## config.mk

```make
export PLATFORM = sky130hd
export DESIGN_NAME = ulpi_init_seq_flat
export DESIGN_NICKNAME = d
export VERILOG_FILES = /design/src/rtl/ulpi_init_seq_pkg.sv /design/src/rtl/ulpi_init_seq_if.sv /design/src/rtl/ulpi_init_rom.sv /design/src/rtl/ulpi_init_seq.sv /design/src/flat_wrapper.sv
export SDC_FILE = /design/constraint.sdc
export NUM_CORES = 1
export LEC_CHECK = 0
export ABC_CLOCK_PERIOD_IN_PS = 1900
export BUFFER_PORTS_ARGS = -buffer_cell sky130_fd_sc_hd__buf_4
export CAP_MARGIN = 20
export CORE_AREA = 2 2 63 109
export CTS_CLUSTER_DIAMETER = 150
export DETAILED_ROUTE_END_ITERATION = 8
export DIE_AREA = 0 0 65 111
export HOLD_SLACK_MARGIN = 0.02
export PLACE_DENSITY_LB_ADDON = 0.08
export SLEW_MARGIN = 0
export SYNTH_ARGS = -nofsm -noshare
export SYNTH_HDL_FRONTEND = slang
export SYNTH_SLANG_ARGS = --single-unit
```

## constraint.sdc

```tcl
create_clock -name clk -period 1.9 [get_ports clk]
set_input_delay 0.285 -clock clk [delete_from_list [all_inputs] [get_ports clk]]
set_output_delay 0.285 -clock clk [all_outputs]
set_load 0.005 [all_outputs]
```

## src/rtl/ulpi_init_seq_pkg.sv

```systemverilog
// Shared definitions for the USB3300 power-up sequencer: ULPI register map,
// Function Control bit-field helpers and the sequencer state encoding.
package ulpi_init_seq_pkg;

  localparam logic [5:0] REG_FUNC_CTRL = 6'h04;
  localparam logic [5:0] REG_IFC_CTRL  = 6'h07;
  localparam logic [5:0] REG_OTG_CTRL  = 6'h0A;

  localparam logic [1:0] XCVR_FS       = 2'b01;
  localparam logic [1:0] OPMODE_NONDRV = 2'b01;

  // Function Control layout: [6] SuspendM, [5] Reset, [4:3] OpMode, [2] TermSelect, [1:0] XcvrSelect
  function automatic logic [7:0] func_ctrl(input logic [1:0] xcvr, input logic term,
                                           input logic [1:0] opmode, input logic phy_rst,
                                           input logic suspendm);
    return {1'b0, suspendm, phy_rst, opmode, term, xcvr};
  endfunction

  typedef enum logic [2:0] {
    S_DELAY     = 3'd0,
    S_ISSUE     = 3'd1,
    S_WAIT_ACK  = 3'd2,
    S_WAIT_DONE = 3'd3,
    S_DONE      = 3'd4,
    S_ERROR     = 3'd5
  } state_t;

endpackage

```

## src/rtl/ulpi_init_seq_if.sv

```systemverilog
// Write handshake between the init sequencer and the ULPI register-write stage.
interface ulpi_init_seq_if;
  logic       wd;
  logic [5:0] addr;
  logic [7:0] data;
  logic       busy;

  modport master (output wd, output addr, output data, input busy);
  modport slave  (input wd, input addr, input data, output busy);
endinterface

```

## src/rtl/ulpi_init_rom.sv

```systemverilog
// Power-up register table: idx -> {addr, data}; unused slots read as zero.
import ulpi_init_seq_pkg::*;

module ulpi_init_rom (
  input  logic [3:0] idx,
  output logic [5:0] addr,
  output logic [7:0] data
);

  always_comb begin
    addr = '0;
    data = '0;
    case (idx)
      4'd0: begin
        addr = REG_OTG_CTRL;
        data = 8'h00;
      end
      4'd1: begin
        // Full-speed transceiver, non-driving, not suspended: pure sniff mode
        addr = REG_FUNC_CTRL;
        data = func_ctrl(XCVR_FS, 1'b0, OPMODE_NONDRV, 1'b0, 1'b1);
      end
      4'd2: begin
        addr = REG_IFC_CTRL;
        data = 8'h00;
      end
      default: begin
        addr = '0;
        data = '0;
      end
    endcase
  end

endmodule

```

## src/rtl/ulpi_init_seq.sv

```systemverilog
// USB3300 power-up sequencer: waits for PLL settle, then writes the init table.
// Optional write timeout with ERROR state when ULPI_INIT_TIMEOUT_EN is defined.
import ulpi_init_seq_pkg::*;

module ulpi_init_seq #(
  parameter int N_REGS      = 3,
  parameter int START_DELAY = 16,
  parameter int TIMEOUT     = 255
) (
  input  logic            clk,
  input  logic            rst,
  input  logic            start,
  input  logic            dir,
  ulpi_init_seq_if.master wr,
  output logic [3:0]      idx,
  output logic            done,
  output logic            error
);

  localparam logic [15:0] DLY_LAST = 16'(START_DELAY - 1);
  localparam logic [3:0]  IDX_LAST = 4'(N_REGS - 1);

  state_t      state_reg, state_next;
  logic [3:0]  idx_reg, idx_next;
  logic [15:0] dly_reg, dly_next;
  logic [5:0]  addr_reg;
  logic [7:0]  data_reg;
  logic [5:0]  rom_addr;
  logic [7:0]  rom_data;
  logic        wd;
  logic        timed_out;

  ulpi_init_rom u_rom (
    .idx  (idx_reg),
    .addr (rom_addr),
    .data (rom_data)
  );

`ifdef ULPI_INIT_TIMEOUT_EN
  logic [7:0] to_reg, to_next;

  always_comb begin
    to_next = to_reg;
    if (wd)
      to_next = 8'd0;
    else if (state_reg == S_WAIT_ACK || state_reg == S_WAIT_DONE)
      to_next = to_reg + 8'd1;
  end

  // Fires in the cycle the count would reach TIMEOUT, so ERROR lands at wd+TIMEOUT+1
  assign timed_out = (to_reg == 8'(TIMEOUT - 1));

  always_ff @(posedge clk or negedge rst) begin
    if (!rst)
      to_reg <= 8'd0;
    else
      to_reg <= to_next;
  end

  assign error = (state_reg == S_ERROR);
`else
  logic unused_timeout;
  assign unused_timeout = ^8'(TIMEOUT);
  assign timed_out      = 1'b0;
  assign error          = 1'b0;
`endif

  always_comb begin
    state_next = state_reg;
    idx_next   = idx_reg;
    dly_next   = dly_reg;
    wd         = 1'b0;
    case (state_reg)
      S_DELAY: begin
        if (dly_reg == DLY_LAST)
          state_next = S_ISSUE;
        else
          dly_next = dly_reg + 16'd1;
      end
      S_ISSUE: begin
        if (!dir && !wr.busy) begin
          wd         = 1'b1;
          state_next = S_WAIT_ACK;
        end
      end
      S_WAIT_ACK: begin
        if (wr.busy)
          state_next = S_WAIT_DONE;
        else if (timed_out)
          state_next = S_ERROR;
      end
      S_WAIT_DONE: begin
        if (!wr.busy) begin
          if (idx_reg == IDX_LAST) begin
            state_next = S_DONE;
          end else begin
            idx_next   = idx_reg + 4'd1;
            state_next = S_ISSUE;
          end
        end else if (timed_out) begin
          state_next = S_ERROR;
        end
      end
      S_DONE, S_ERROR: begin
        if (start) begin
          idx_next   = 4'd0;
          state_next = S_ISSUE;
        end
      end
      default: state_next = S_DELAY;
    endcase
  end

  always_ff @(posedge clk or negedge rst) begin
    if (!rst) begin
      state_reg <= S_DELAY;
      idx_reg   <= 4'd0;
      dly_reg   <= 16'd0;
      addr_reg  <= 6'd0;
      data_reg  <= 8'd0;
    end else begin
      state_reg <= state_next;
      idx_reg   <= idx_next;
      dly_reg   <= dly_next;
      if (wd) begin
        addr_reg <= rom_addr;
        data_reg <= rom_data;
      end
    end
  end

  // Table value is shown live while issuing, then latched until the next write
  assign wr.wd   = wd;
  assign wr.addr = (state_reg == S_ISSUE) ? rom_addr : addr_reg;
  assign wr.data = (state_reg == S_ISSUE) ? rom_data : data_reg;
  assign idx     = idx_reg;
  assign done    = (state_reg == S_DONE);

endmodule

```

## src/flat_wrapper.sv

```systemverilog
// flat-port wrapper written by rule: the top's interface ports become plain ports
module ulpi_init_seq_flat 
#(
  parameter int N_REGS      = 3,
  parameter int START_DELAY = 16,
  parameter int TIMEOUT     = 255
)
  (clk, rst, start, dir, idx, done, error, wr_wd, wr_addr, wr_data, wr_busy);
  ulpi_init_seq_if wr_i ();
  input  logic clk;
  input  logic rst;
  input  logic start;
  input  logic dir;
  output logic [3:0] idx;
  output logic done;
  output logic error;
  output wire logic [$bits(wr_i.wd)-1:0] wr_wd;
  output wire logic [$bits(wr_i.addr)-1:0] wr_addr;
  output wire logic [$bits(wr_i.data)-1:0] wr_data;
  input wire logic [$bits(wr_i.busy)-1:0] wr_busy;
  assign wr_wd = wr_i.wd;
  assign wr_addr = wr_i.addr;
  assign wr_data = wr_i.data;
  assign wr_i.busy = wr_busy;
  ulpi_init_seq #(.N_REGS(N_REGS), .START_DELAY(START_DELAY), .TIMEOUT(TIMEOUT)) u_core (.clk(clk), .rst(rst), .start(start), .dir(dir), .wr(wr_i), .idx(idx), .done(done), .error(error));
endmodule
```

After elaboration in Yosys (flattened, before gate mapping)

Index checks and enable logic that the tools add are counted.
W data, S select, Z words.

Output and inout bits: 21
Input bits: 5
Register bits: 37
Word-level logic and storage cells: 49
RAM bits: 0
Bits in read-only memories: 0
Memories kept: 0
Bits in latches: 0

Magnitude comparators: 0
Multipliers: 0
Shift-type cells: 0
Bitwise gates (word level): 1
$add $sub $neg: 2
Equality and inequality tests: 14
Mux-type cells: 17
Div/mod/pow operators: 0
Reduce and logical (&&, ||, !) cells: 10

Operators with widths:

| cell                    | number |
|---|---|
| $mux W3                 | 6 |
| $add A16 B1 Y16 const B | 1 |
| $eq A16 B4 Y1 const B   | 1 |
| $pmux W3 S5             | 1 |
| $mux W4                 | 3 |
| $pmux W4 S3             | 1 |
| $mux W8                 | 1 |
| $ne A2 B2 Y1 const B    | 4 |
| $pmux W4 S2             | 1 |
| $mux W7                 | 1 |
| $eq A3 B2 Y1 const B    | 2 |
| $eq A3 B3 Y1 const B    | 2 |
| $mux W6                 | 1 |
| $reduce_and A5 Y1       | 1 |
| $add A4 B1 Y4 const B   | 1 |
| $eq A4 B1 Y1 const B    | 1 |
| $eq A4 B2 Y1 const B    | 1 |
| $logic_not A4 Y1        | 1 |
| $ne A2 B1 Y1 const B    | 2 |
| $reduce_and A4 Y1       | 1 |
| $eq A3 B1 Y1 const B    | 1 |
| $logic_not A3 Y1        | 1 |
| $logic_not A1 Y1        | 2 |
| $mux W1                 | 2 |
| 5 further kinds         | 5 |

Logic depth before layout (Yosys ltp)

Depth in word-level cells: 4
Gate-level depth with buffers: 7
Gate-level depth less buffers: 6

Hierarchy

From an unflattened synthesis, not the netlist that was laid out.

Cell total of the unflattened synthesis: 178
Area, all modules: 2011.9 µm²

By module, submodules not included:

| module        | area an instance (µm²) | times used | seq. area each (µm²) | cells each |
|---|---|---|---|---|
| ulpi_init_seq | 1890.6                 | 1          | 925.9                | 162 |
| ulpi_init_rom | 121.4                  | 1          | 0.0                  | 16 |

Worst setup path after synthesis

Ideal clock, no wire load.

Path type: register to output
Start point: reg u_core.idx_reg[0] (netlist: u_core.idx[0])
End point: out wr_addr[0]
Stages on the path, launching flop included: 6
Data arrival time: 1.455 ns
Setup slack: 0.160 ns
Path through: dfrtp_1 inv_1 ha_1 or3b_2 clkbuf_1 o21ai_0

Cells in the longest elaborated chain, start to end: 3

Ends and longest elaborated chain:

| element                              | RTL line             | text |
|---|---|---|
| start: declaration                   | ulpi_init_seq.sv:24  | `logic [3:0] idx_reg, idx_next;` |
| start signal: assignment             | ulpi_init_seq.sv:123 | `idx_reg <= idx_next;` |
| $eq A4 B2 Y1 (tied with other cells) | ulpi_init_rom.sv:13  | `case (idx)` |
| $pmux W4 S3 *                        | ulpi_init_rom.sv:13  |  |
| $mux W6 *                            | ulpi_init_seq.sv:134 | `assign wr.addr = (state_reg == S_ISSUE) ? rom_addr : addr_reg;` |
| end: declaration                     | flat_wrapper.sv:18   | `output wire logic [$bits(wr_i.addr)-1:0] wr_addr;` |

Every way passes the cells marked *; elsewhere a longest branch is shown, timed or not.

Final worst setup path

Start point: reg u_core.idx_reg[1] (netlist: u_core.idx[1])
End point: out wr_addr[0]

Same word-level chain as after synthesis.

==> flow_metrics.tcl <==
set metrics [dict create \
    synth_cells 162 \
    p_leak_nw 0.9102 \
    drt_iter0_drc 34 \
    yosys-top-cells-area "dfrtp_1 46%, xnor2_1 6.9%, nand2_1 5.1%" \
    io-pin-count 26 \
    synth.distinct_cells 37 \
    fill_cells 675 \
    fin_cells 275 \
    grt_pass1_vias 1235 \
    die_y_um 111 \
    numCtsBuffers 3 \
    area_growth_pct 26.37 \
    first_pass_iters 4 \
    yosysTopAreaCell "dfrtp_1" \
    period_needed_ps 1863 \
    cts-root-buf "clkbuf_16" \
    seq_area_frac_synth_pct 45.71 \
    numPortBuffers 17 \
    end_kind "primary output" \
    via_per_inst 4.433 \
    syn_area_mm2 0.001533 \
    worstSetupPathType "reg2out" \
    worst-path-max-fanout 5 \
    cts_buffer_depth 2 \
    status "complete, no violations" \
    fin_skew_ps 3.167 \
    p_per_area_mw_per_mm2 1341 \
    layout-drive-gt1-share_pct 24.35 \
    startpoint_type "flop" \
    dp_cells 266 \
    worst_slack_ps 37.11 \
    globalplace.congestion 0.6858 \
    max_freq_mhz 536.8 \
    fin_setup_tns_ps 0 \
    detail-route-antenna-nets 0 \
    routed-via-count 1219 \
    dpl.hpwl_um 2795 \
    synth_top_area_share_pct 45.71 \
    dieArea_mm2 0.007215 \
    track_usage_pct 10.82 \
    cts.reportedPaths.clkPinSlew_ps 70 \
    hold_path.class "in2reg" \
    worst-path-buf-inv 1 \
    cts-htree-levels 1 \
    core-area_mm2 0.006392 \
    avgSynthCellArea_um2 9.461 \
    worstPathArrival_ps 1580 \
    grt_first_pass_wirelength_um 6009 \
    cts_sinks 28 \
    worstPathRequired_ps 1620 \
    slowest_stage "dfrtp_1" \
    cts_tree "built" \
    place_worst_setup_slack_ps 126.1 \
    diodes 0 \
    die_w_um 65 \
    final_area_mm2 0.001937 \
    largest_reg_flops 16 \
    drt-wirelength-per-cell_um 13.37 \
    nets 204 \
    grt_antenna_before_repair 0 \
    drt-total-wl_um 3678 \
    vdd_ir_drop_max_mv 0.2989 \
    overflow 0 \
    crit_chain "ha_2, or3b_4, o21ai_2, buf_4" \
    clk_latency_ps 260 \
    hold_violations 0 \
    dpl_cell_area_mm2 0.001792 \
    yosys_warnings 0 \
    final-max-slew-violation-count 0 \
    critical-path-top-delay-family "flip-flops" \
    start_util_pct 23.98 \
    rsz0062_at_grt "yes" \
    setup_violations 0 \
    rows 39 \
    synth_seq_cells 28 \
    cap_violations 0 \
    grt_max_degree 29 \
    cpPeakStageDelay_ps 430 \
    drc_errors 0 \
    total_power_mw 2.598 \
    finalCritPeriodShare_pct 98.05 \
]
## area by class of cell
| class | count | area (um2) | area share, % |
|---|---|---|---|
| multi-input cells | 121 | 760.7 | 39.28 |
| flip-flops and latches | 28 | 700.7 | 36.18 |
| repair buffers | 35 | 265.3 | 13.70 |
| well taps | 82 | 102.6 | 5.297 |
| clock buffers | 4 | 88.84 | 4.587 |
| inverters | 5 | 18.77 | 0.9690 |
## cells in the mapped netlist
library cell   n
nand3_1        5
mux2i_1        1
o21ai_0        9
buf_4         10
nor4bb_1       1
dfrtp_1       28
xor2_1         5
nor4_2         1
nand2b_1       1
mux2_2         1
xnor2_1       12
nor4_1         3
a211oi_1       1
or3_1          1
and4_1         1
and4b_1        1
nand4_1        9
or3b_1         1
buf_2          1
o21ai_1        5
o32ai_1        1
nand2_1       21
conb_1         1
a311oi_1       1
nand4_2        1
nor2_1        13
clkbuf_1       4
ha_1           5
a22o_1         1
a21oi_1        1
nor2b_1        1
inv_1          5
nor3_1         4
and3_1         3
or3b_2         1
and3b_1        1
a21o_1         1
## where the power goes
group | switching [mW] | internal [mW] | total, mW | leakage [nW]
sequential | 0.142 | 0.747 | 0.890 | 0.369
combinational | 0.559 | 0.620 | 1.18 | 0.497
clock | 0.206 | 0.323 | 0.529 | 0.0442
total | 0.908 | 1.69 | 2.60 | 0.910
## routing by layer
layer  part of all wire [%]  GRT usage, %
met1                     37         11.61
met5                      0             0
met3                    3.0         1.827
met4                   0.79         2.979
met2                     59         20.82
## cell families (layout without fill, tap and decap cells)
logic type | after synthesis | in the layout | synth area share [%]
xor+xnor | 17 | 17 | 9.714
flops | 28 | 28 | 45.71
buf+inv | 20 | 44 | 7.428
fa+ha+maj | 5 | 5 | 4.082
compound gates | 20 | 20 | 7.592
simple gates | 69 | 69 | 23.84
other cells | 1 | 8 | 0.2447
mux | 2 | 2 | 1.388
## cell usage in the layout (no fill, tap or decap), types with 2 or more instances in the layout
| cell type | n |
|---|---|
| nand2_1 | 21 |
| ha_1 | 4 |
| and3_1 | 3 |
| o21ai_0 | 4 |
| or3b_4 | 2 |
| xor2_1 | 5 |
| conb_1 | 8 |
| nand3_1 | 5 |
| nand4_1 | 9 |
| inv_1 | 4 |
| buf_4 | 34 |
| nor2_1 | 13 |
| nor3_1 | 4 |
| o21ai_1 | 9 |
| dfrtp_1 | 28 |
| nor4_1 | 3 |
| xnor2_1 | 12 |
| clkbuf_16 | 3 |
## per-stage QoR
stage / hold slack, ps / util, %
6_report: 213.3 / 30.30
5_1_grt: 227.3 / 30.30
4_1_cts: 207.7 / 29.61
3_5_place_dp: 238.9 / 28.03
3_3_place_gp: 239.4 / 28.03
2_1_floorplan: -10.59 / -
## timing repair
item / CTS / global route
endpoints found under the hold margin: 28 / 0
pin swaps: 0 / 2
gates cloned: 0 / 0
resized for setup: 2 / 9
endpoints found under the setup margin: 3 / 8
buffers inserted: 0 / 4
hold buffers: 1 / 0
## worst register-to-register path, stage by stage (launching register included)
cell and delay, ps:
dfrtp_1 450, nor4_1 360, buf_4 180, nand4_2 100, nand2_1 130, mux2_2 340
## final timing paths
kind	start	to	slack, ps	depth (start not counted)
max	u_core.idx[1]$_DFFE_PN0P_	wr_addr[0]	40	4
min	start	u_core.state_reg[2]$_DFFE_PN0P_	210	2
max reg2reg	u_core.dly_reg[8]$_DFFE_PN0P_	u_core.dly_reg[1]$_DFFE_PN0P_	230	5
min reg2reg	u_core.dly_reg[15]$_DFFE_PN0P_	u_core.dly_reg[15]$_DFFE_PN0P_	480	1
max in group asynchronous	rst	u_core.data_reg[3]$_DFFE_PN0P_	1140	2
min in group asynchronous	rst	u_core.idx[1]$_DFFE_PN0P_	480	2
No activity file was read; power rests on OpenSTA's default activity.
